$ cat config.mk
export PLATFORM = sky130hd
export DESIGN_NAME = data_lsu_flat
export DESIGN_NICKNAME = d
export VERILOG_FILES = /design/src/rtl/data_lsu_if.sv /design/src/rtl/data_lsu.sv /design/src/flat_wrapper.sv
export SDC_FILE = /design/constraint.sdc
export NUM_CORES = 1
export LEC_CHECK = 0
export ABC_AREA = 1
export CAP_MARGIN = 5
export CORE_ASPECT_RATIO = 1.75
export CORE_MARGIN = 2
export CORE_UTILIZATION = 40
export DETAILED_ROUTE_END_ITERATION = 12
export PLACE_DENSITY_LB_ADDON = 0.08
export SLEW_MARGIN = 0
export SYNTH_ARGS = -nofsm -noshare
export SYNTH_HDL_FRONTEND = slang
export SYNTH_SLANG_ARGS = --single-unit
$ cat constraint.sdc
create_clock -name clk -period 2.1 [get_ports clk]
set_clock_uncertainty 0.15 [all_clocks]
set_input_delay 0.42 -clock clk [delete_from_list [all_inputs] [get_ports clk]]
set_output_delay 0.42 -clock clk [all_outputs]
set_load 0.01 [all_outputs]
$ cat src/rtl/data_lsu_if.sv
// Word-wide valid/ready data memory bus between the load/store unit (master) and memory (slave).
interface data_lsu_if;
    logic        mem_valid;
    logic        mem_ready;
    logic        mem_wen;
    logic [31:0] mem_addr;
    logic [31:0] mem_wdata;
    logic [3:0]  mem_wmask;
    logic        mem_rvalid;
    logic [31:0] mem_rdata;

    modport master (
        output mem_valid, mem_wen, mem_addr, mem_wdata, mem_wmask,
        input  mem_ready, mem_rvalid, mem_rdata
    );

    modport slave (
        input  mem_valid, mem_wen, mem_addr, mem_wdata, mem_wmask,
        output mem_ready, mem_rvalid, mem_rdata
    );
endinterface

$ cat src/rtl/data_lsu.sv
// Multi-cycle load/store unit: latches a core request, runs one bus beat, returns extended
// load data or an error flag, and stalls the core while the access is in flight.
module data_lsu (
    input  logic              clk,
    input  logic              rst_n,
    input  logic              req_valid_i,
    input  logic              req_write_i,
    input  logic [2:0]        req_op_i,
    input  logic [31:0]       req_addr_i,
    input  logic [31:0]       req_wdata_i,
    output logic              stall_o,
    output logic              done_o,
    output logic [31:0]       rdata_o,
    output logic              err_o,
    data_lsu_if.master        mem
);

    typedef enum logic [1:0] {StIdle, StReq, StWait, StDone} state_e;

    state_e      state_q, state_d;
    logic        write_q;
    logic [2:0]  op_q;
    logic [31:0] addr_q, wdata_q;
    logic        done_q, done_d;
    logic        err_q, err_d;
    logic [31:0] rdata_q, rdata_d;
    logic        req_bad;
    logic [31:0] rdata_shifted;
    logic [31:0] load_ext;

    // Legality is judged on the live request; it only matters in IDLE.
    always_comb begin
        req_bad = 1'b1;
        case (req_op_i)
            3'b000, 3'b100: req_bad = 1'b0;
            3'b001, 3'b101: req_bad = req_addr_i[0];
            3'b010:         req_bad = |req_addr_i[1:0];
            default:        req_bad = 1'b1;
        endcase
    end

    always_ff @(posedge clk or negedge rst_n) begin
        if (!rst_n) begin
            state_q <= StIdle;
        end else begin
            state_q <= state_d;
        end
    end

    always_comb begin
        state_d = state_q;
        case (state_q)
            StIdle:  if (req_valid_i) state_d = req_bad ? StDone : StReq;
            StReq:   if (mem.mem_ready) state_d = write_q ? StDone : StWait;
            StWait:  if (mem.mem_rvalid) state_d = StDone;
            StDone:  state_d = StIdle;
            default: state_d = StIdle;
        endcase
    end

    assign rdata_shifted = mem.mem_rdata >> {addr_q[1:0], 3'b000};

    always_comb begin
        load_ext = rdata_shifted;
        case (op_q[1:0])
            2'b00:   load_ext = {{24{~op_q[2] & rdata_shifted[7]}}, rdata_shifted[7:0]};
            2'b01:   load_ext = {{16{~op_q[2] & rdata_shifted[15]}}, rdata_shifted[15:0]};
            default: load_ext = rdata_shifted;
        endcase
    end

    // Result registers are non-zero only during the single DONE cycle.
    always_comb begin
        done_d  = 1'b0;
        err_d   = 1'b0;
        rdata_d = 32'h0;
        case (state_q)
            StIdle: begin
                if (req_valid_i && req_bad) begin
                    done_d = 1'b1;
                    err_d  = 1'b1;
                end
            end
            StReq:  if (mem.mem_ready && write_q) done_d = 1'b1;
            StWait: begin
                if (mem.mem_rvalid) begin
                    done_d  = 1'b1;
                    rdata_d = load_ext;
                end
            end
            default: ;
        endcase
    end

    always_ff @(posedge clk or negedge rst_n) begin
        if (!rst_n) begin
            write_q <= 1'b0;
            op_q    <= 3'b000;
            addr_q  <= 32'h0;
            wdata_q <= 32'h0;
            done_q  <= 1'b0;
            err_q   <= 1'b0;
            rdata_q <= 32'h0;
        end else begin
            if (state_q == StIdle && req_valid_i) begin
                write_q <= req_write_i;
                op_q    <= req_op_i;
                addr_q  <= req_addr_i;
                wdata_q <= req_wdata_i;
            end
            done_q  <= done_d;
            err_q   <= err_d;
            rdata_q <= rdata_d;
        end
    end

    always_comb begin
        mem.mem_valid = 1'b0;
        mem.mem_wen   = 1'b0;
        mem.mem_addr  = 32'h0;
        mem.mem_wdata = 32'h0;
        mem.mem_wmask = 4'b0000;
        if (state_q == StReq) begin
            mem.mem_valid = 1'b1;
            mem.mem_wen   = write_q;
            mem.mem_addr  = {addr_q[31:2], 2'b00};
            if (write_q) begin
                case (op_q[1:0])
                    2'b00: begin
                        mem.mem_wdata = {4{wdata_q[7:0]}};
                        mem.mem_wmask = 4'b0001 << addr_q[1:0];
                    end
                    2'b01: begin
                        mem.mem_wdata = {2{wdata_q[15:0]}};
                        mem.mem_wmask = 4'b0011 << {addr_q[1], 1'b0};
                    end
                    default: begin
                        mem.mem_wdata = wdata_q;
                        mem.mem_wmask = 4'b1111;
                    end
                endcase
            end
        end
    end

    assign stall_o = req_valid_i & ~done_q;
    assign done_o  = done_q;
    assign err_o   = err_q;
    assign rdata_o = rdata_q;

endmodule

$ cat src/flat_wrapper.sv
// flat-port wrapper written by rule: the top's interface ports become plain ports
module data_lsu_flat 
  (clk, rst_n, req_valid_i, req_write_i, req_op_i, req_addr_i, req_wdata_i, stall_o, done_o, rdata_o, err_o, mem_mem_valid, mem_mem_wen, mem_mem_addr, mem_mem_wdata, mem_mem_wmask, mem_mem_ready, mem_mem_rvalid, mem_mem_rdata);
  data_lsu_if mem_i ();
  input  logic clk;
  input  logic rst_n;
  input  logic req_valid_i;
  input  logic req_write_i;
  input  logic [2:0] req_op_i;
  input  logic [31:0] req_addr_i;
  input  logic [31:0] req_wdata_i;
  output logic stall_o;
  output logic done_o;
  output logic [31:0] rdata_o;
  output logic err_o;
  output wire logic [$bits(mem_i.mem_valid)-1:0] mem_mem_valid;
  output wire logic [$bits(mem_i.mem_wen)-1:0] mem_mem_wen;
  output wire logic [$bits(mem_i.mem_addr)-1:0] mem_mem_addr;
  output wire logic [$bits(mem_i.mem_wdata)-1:0] mem_mem_wdata;
  output wire logic [$bits(mem_i.mem_wmask)-1:0] mem_mem_wmask;
  input wire logic [$bits(mem_i.mem_ready)-1:0] mem_mem_ready;
  input wire logic [$bits(mem_i.mem_rvalid)-1:0] mem_mem_rvalid;
  input wire logic [$bits(mem_i.mem_rdata)-1:0] mem_mem_rdata;
  assign mem_mem_valid = mem_i.mem_valid;
  assign mem_mem_wen = mem_i.mem_wen;
  assign mem_mem_addr = mem_i.mem_addr;
  assign mem_mem_wdata = mem_i.mem_wdata;
  assign mem_mem_wmask = mem_i.mem_wmask;
  assign mem_i.mem_ready = mem_mem_ready;
  assign mem_i.mem_rvalid = mem_mem_rvalid;
  assign mem_i.mem_rdata = mem_mem_rdata;
  data_lsu u_core (.clk(clk), .rst_n(rst_n), .req_valid_i(req_valid_i), .req_write_i(req_write_i), .req_op_i(req_op_i), .req_addr_i(req_addr_i), .req_wdata_i(req_wdata_i), .stall_o(stall_o), .done_o(done_o), .rdata_o(rdata_o), .err_o(err_o), .mem(mem_i));
endmodule
-- Yosys cells after proc, flatten, opt, wreduce, memory -nomap -nowiden
Cells that the tools add are included.
W data, S select, Z words.
- output and inout port bits: 105
- input port bits: 105
- register bits: 104
- word-level logic and storage cells: 61
- reductions and logical operators: 10
- equal/unequal tests: 11
- shifts and indexed selects: 3
- muxes and demuxes: 24
- bitwise gates (word level): 5
- operators by type and width (kind ; number):
    $mux W32 ; 5
    $pmux W32 S2 ; 2
    $shr A32 B5 Y32 ; 1
    $mux W2 ; 4
    $mux W4 ; 2
    $pmux W2 S4 ; 1
    $pmux W4 S2 ; 1
    $mux W1 ; 7
    $eq A3 B3 Y1 const B ; 2
    $ne A2 B2 Y1 const B ; 3
    $pmux W1 S3 ; 2
    $reduce_or A2 Y1 ; 3
    $eq A2 B1 Y1 const B ; 2
    $eq A2 B2 Y1 const B ; 2
    $logic_not A2 Y1 ; 2
    $shl A1 B2 Y4 const A ; 1
    $shl A2 B2 Y4 const A ; 1
    $and A1 B1 Y1 ; 3
    $eq A3 B1 Y1 const B ; 1
    $eq A3 B2 Y1 const B ; 1
    $logic_and A1 B1 Y1 ; 3
    $logic_not A3 Y1 ; 1
    $reduce_and A3 Y1 ; 1
    $not A1 Y1 ; 2

-- Logic depth before layout (Yosys ltp)
- depth in word-level cells: 6
- mapped depth: 10
- depth with buffers taken out: 9

-- Least setup slack after synthesis
Ideal clock, no wire load.
- path type: reg-to-output
- start: reg u_core.state_q[1]
- end: out mem_mem_wdata[16]
- buffers on the path: 1
- cell stages (with the launch flop): 8
- required time: 1.530 ns
- slack: -0.012 ns
- arrival: 1.542 ns
- path through: dfrtp_1 > inv_1 > ha_1 > nand2_1 > inv_1 > buf_2 > o21ai_0 > a21oi_1
- longest elaborated chain between the ends: 2
- ends and longest elaborated chain (element ; RTL line ; text):
    from (decl) ; data_lsu.sv:20 ; state_e state_q, state_d;
    from (signal assigned) ; data_lsu.sv:44 ; state_q <= StIdle;
    from (signal assigned) ; data_lsu.sv:46 ; state_q <= state_d;
    $eq A2 B1 Y1 ; data_lsu.sv:123 ; if (state_q == StReq) begin
    $mux W32 ; data_lsu.sv:123 ;
    to (decl) ; flat_wrapper.sv:19 ; output wire logic [$bits(mem_i.mem_wdata)-1:0] mem_mem_wdata;
No other way between the ends.

-- Worst setup path after layout
- start: reg u_core.state_q[1]
- end: out mem_mem_addr[18]
- longest elaborated chain between the ends: 2
- ends and longest elaborated chain (element ; RTL line ; text):
    $eq A2 B1 Y1 ; data_lsu.sv:123 ;
    $mux W32 ; data_lsu.sv:123 ;
    to (decl) ; flat_wrapper.sv:18 ; output wire logic [$bits(mem_i.mem_addr)-1:0] mem_mem_addr;
No other way between the ends.

==> results.txt <==
The run finished, with violations left. The final reports fail on setup timing. The die span in y came out at 154 um. The xor and xnor area share after synthesis came out at 0%. The total non-filler cell area in the finished layout is 8320 um^2. The number of buffers between clock root and the deepest sink is 2. The total global routing track utilization came out at 23.8%.

The critical path is of the register to primary output type. The critical path data required time came out at 1530 ps. The total congestion overflow is 0. TritonCTS built the clock tree. Clock latency on the worst-skew pair, taken at its later pin, is 340 ps. The core footprint is 12500 um^2. The detailed-routing wirelength on met1 came out at 5480 um.

The global-route wire length before repair came out at 24900 um. For this block, the routed nets add up to 16400 um of wire. The number of placed I/O pins came out at 210. The root buffer cell chosen for the clock tree is clkbuf_16. After layout, the worst setup slack is -118 ps. The mean routed wirelength per cell came out at 16.4 um.

The cell area after synthesis is 5110 um^2. The top metal layer carrying routed signals is met4. The worst register-to-register path begins at u_core.state_q[1]. The mux contribution to synthesized area came out at 12.1%. The worst setup path is launched from a register. In this run the worst hold path is classified as register to register. The met3 wire length came out at 1060 um. The max-slew violation count is 0. The synthesized netlist cell count is 579. A synthesized cell averages 8.83 um^2.

The clock drives 104 sinks. The die covers 13700 um^2. Setup repair after global routing could not meet its margin everywhere. Subtracting the final worst setup slack from the clock period gives 2220 ps. The worst hold path terminates at u_core.addr_q[31]. The setup check on the worst reg-to-reg path leaves a slack of 190 ps. The post-place instance area is 7600 um^2. The fraction of the mapped netlist area in compound gates is 9.77%. The congestion estimate from routability-driven global placement came to 0.933. After clock tree synthesis, the clock-pin slew on the worst setup and hold paths is 70 ps.

The largest voltage drop on the vdd net is 696 uV. The count of standard-cell rows is 54. In this run the worst path has a maximum fanout of 8. The sum of net half-perimeters after detailed placement came out at 12000 um. Of the total synthesized cell area, the portion taken by AND, OR, NAND and NOR gates is 17.1%. The total CTS buffers came out at 9. The antenna diode instance count is 0. The worst register-to-register path ends at u_core.state_q[0]. Compared with the post-synthesis result, the final layout area differs by 62.8%. Measured in cells, the most critical reg-to-reg path has a length of 10. The depth of the worst hold-timing path is 1. The number of buffers added on ports is 207. The number of synthesized register bits came out at 104.

The net count of the finished layout is 933. The worst path uses 106% of the clock period. For this design the static power due to leakage is 0.00426 uW. The number of antenna violations at the first check in global routing is 0.

Once detail routing completed, the nets flagged for antenna violations numbered 0. The H-tree depth reported by CTS came out at 3. In the routed layout, each cell is associated on average with a via count of 4.95. After the first detailed-routing iteration, the DRC count stood at 164. The adder-cell share of the synthesized area came out at 1.22%. The number of warning messages in the yosys log is 0. After detailed routing, the number of remaining DRC violations is 0.

The first detailed-routing pass took 5 iterations. The netlist uses 27 different library cells. The launch instance of the worst min-delay path is u_core.addr_q[31].

Max-cap violations in this run came to 0. The pin count of the biggest net entering global routing is 43. The number of hold-slack violations in the final timing report is 0.

The critical path arrival is 1650 ps. The starting density of the core came out at 40.9%. For this design the ratio of total power to cell area is 1380 nW/um^2. The count of filler cells inserted in the layout is 1047. The setup violation total in the final timing report is 42.

The share of cells above drive strength 1 is 32.6%. The total via count after detailed routing is 4931. After synthesis, flip-flops and latches occupy 50.9% of the total area.

The met2 routed wirelength is 8810 um. The maximum clock frequency is 451 MHz. STA classifies the critical path endpoint as a primary output. By area, the combinational part of the netlist is dominated by simple AND/OR/NAND/NOR gates. The total chip power is 11400 uW. The number of global-route vias before repair was 5114. The overall die width is 89.4 um.
-- Yosys cell counts --
cell type / number / area share (%)
nand4_1: 2 / 0.24
nor2_4: 2 / 0.44
a221oi_1: 1 / 0.17
dfrtp_1: 104 / 51
ha_1: 5 / 1.2
inv_2: 2 / 0.15
a31oi_1: 2 / 0.24
nand3_1: 15 / 1.5
nand2_4: 1 / 0.22
nand3_4: 1 / 0.34
nor2_2: 1 / 0.12
clkbuf_1: 11 / 0.81
a22oi_1: 6 / 0.88
buf_4: 4 / 0.59
buf_2: 16 / 1.6
nor3_1: 2 / 0.20
nand2_1: 141 / 10
conb_1: 1 / 0.073
o21ai_0: 26 / 2.5
inv_1: 71 / 5.2
nor2_1: 49 / 3.6
a21oi_1: 49 / 4.8
mux2_2: 55 / 12
o211ai_1: 1 / 0.15
o22ai_1: 8 / 0.98
buf_6: 2 / 0.44
nand2_2: 1 / 0.12
-- routing by layer --
layer / vias up / GRT usage (%)
met5: - / 0
met4: 0 / 13.4
met3: 55 / 4.78
met2: 215 / 43.4
met1: 2334 / 24.1
li1: 2327 / -
-- power breakdown --
group | switching (uW) | internal, uW | total [uW] | leakage, uW
sequential | 602 | 2830 | 3430 | 0.00129
clock | 791 | 1100 | 1890 | 0.000167
combinational | 3150 | 2980 | 6130 | 0.00281
-- worst max path at each step --
stage                            startpoint                end  cells past startpoint
final                     u_core.state_q[1]   mem_mem_addr[18]                      9
after global placement    u_core.state_q[1]   mem_mem_wmask[0]                      8
after global routing      u_core.state_q[1]  mem_mem_wdata[14]                      9
after floorplan           u_core.state_q[1]  mem_mem_wdata[16]                      7
after CTS                 u_core.state_q[1]  mem_mem_wdata[16]                      9
after detailed placement  u_core.state_q[1]   mem_mem_wmask[1]                      8
-- through the flow --
step	utilization (%)	instances	setup TNS (ps)	hold WS [ps]	setup slack [ps]
2_1_floorplan	-	580	0	-25.6	45.7
6_report	66.6	996	-2130	360	-118
3_5_place_dp	60.8	958	-8560	214	-237
3_3_place_gp	60.8	958	-7500	212	-226
5_1_grt	66.6	996	-6120	380	-199
4_1_cts	63.4	991	-2040	360	-142
-- cells by family (layout without fill, tap and decap cells) --
family | Yosys count | count (layout)
compound gates | 93 | 93
fa+ha+maj | 5 | 5
buf+inv | 106 | 354
flops | 104 | 104
mux | 55 | 55
other cells | 1 | 2
simple gates | 215 | 215
-- registers in the layout, summed over array words and instances (netlist names) --
register and count:
u_core.err_o 1, u_core.wdata_q 32, u_core.op_q 3, u_core.addr_q 32, u_core.write_q 1, u_core.done_o 1
u_core.state_q 2, u_core.rdata_o 32
-- final cells by class --
class	count	area, um^2	share of cell area, %
inverter	73	284	3.41
multi-input combinational	370	2340	28.2
tap	168	210	2.53
sequential	104	2610	31.3
timing repair buffer	265	2540	30.5
clock buffer	10	239	2.87
clock inverter	6	100	1.20
-- layout by cell type, fill, tap and decap left out, drive strengths merged, types with 5 or more instances in the layout --
| master | count |
|---|---|
| mux2 | 55 |
| clkbuf | 10 |
| nor2 | 52 |
| o22ai | 8 |
| nand3 | 16 |
| a22oi | 6 |
| nand2 | 143 |
| ha | 5 |
| clkdlybuf4s50 | 137 |
| dfrtp | 104 |
| buf | 126 |
| a21oi | 49 |
| inv | 75 |
| o21ai | 26 |
-- worst max-delay path, stage by stage (launching register included) --
cell and delay (ps):
dfrtp_1 380, inv_2 60, ha_4 170, buf_6 110
buf_8 130, buf_16 150, buf_6 120, nand2_2 50
inv_2 30, buf_6 100
-- timing repair --
action                     CTS  global route
cloned                       3             0
pin swaps                   10             8
hold endpoints to repair    24             0
setup endpoints to repair   69            59
hold buffers                 1             0
resized for setup          334           100
setup buffers               13             7
Note: power is estimated with default switching activity, not from simulation.
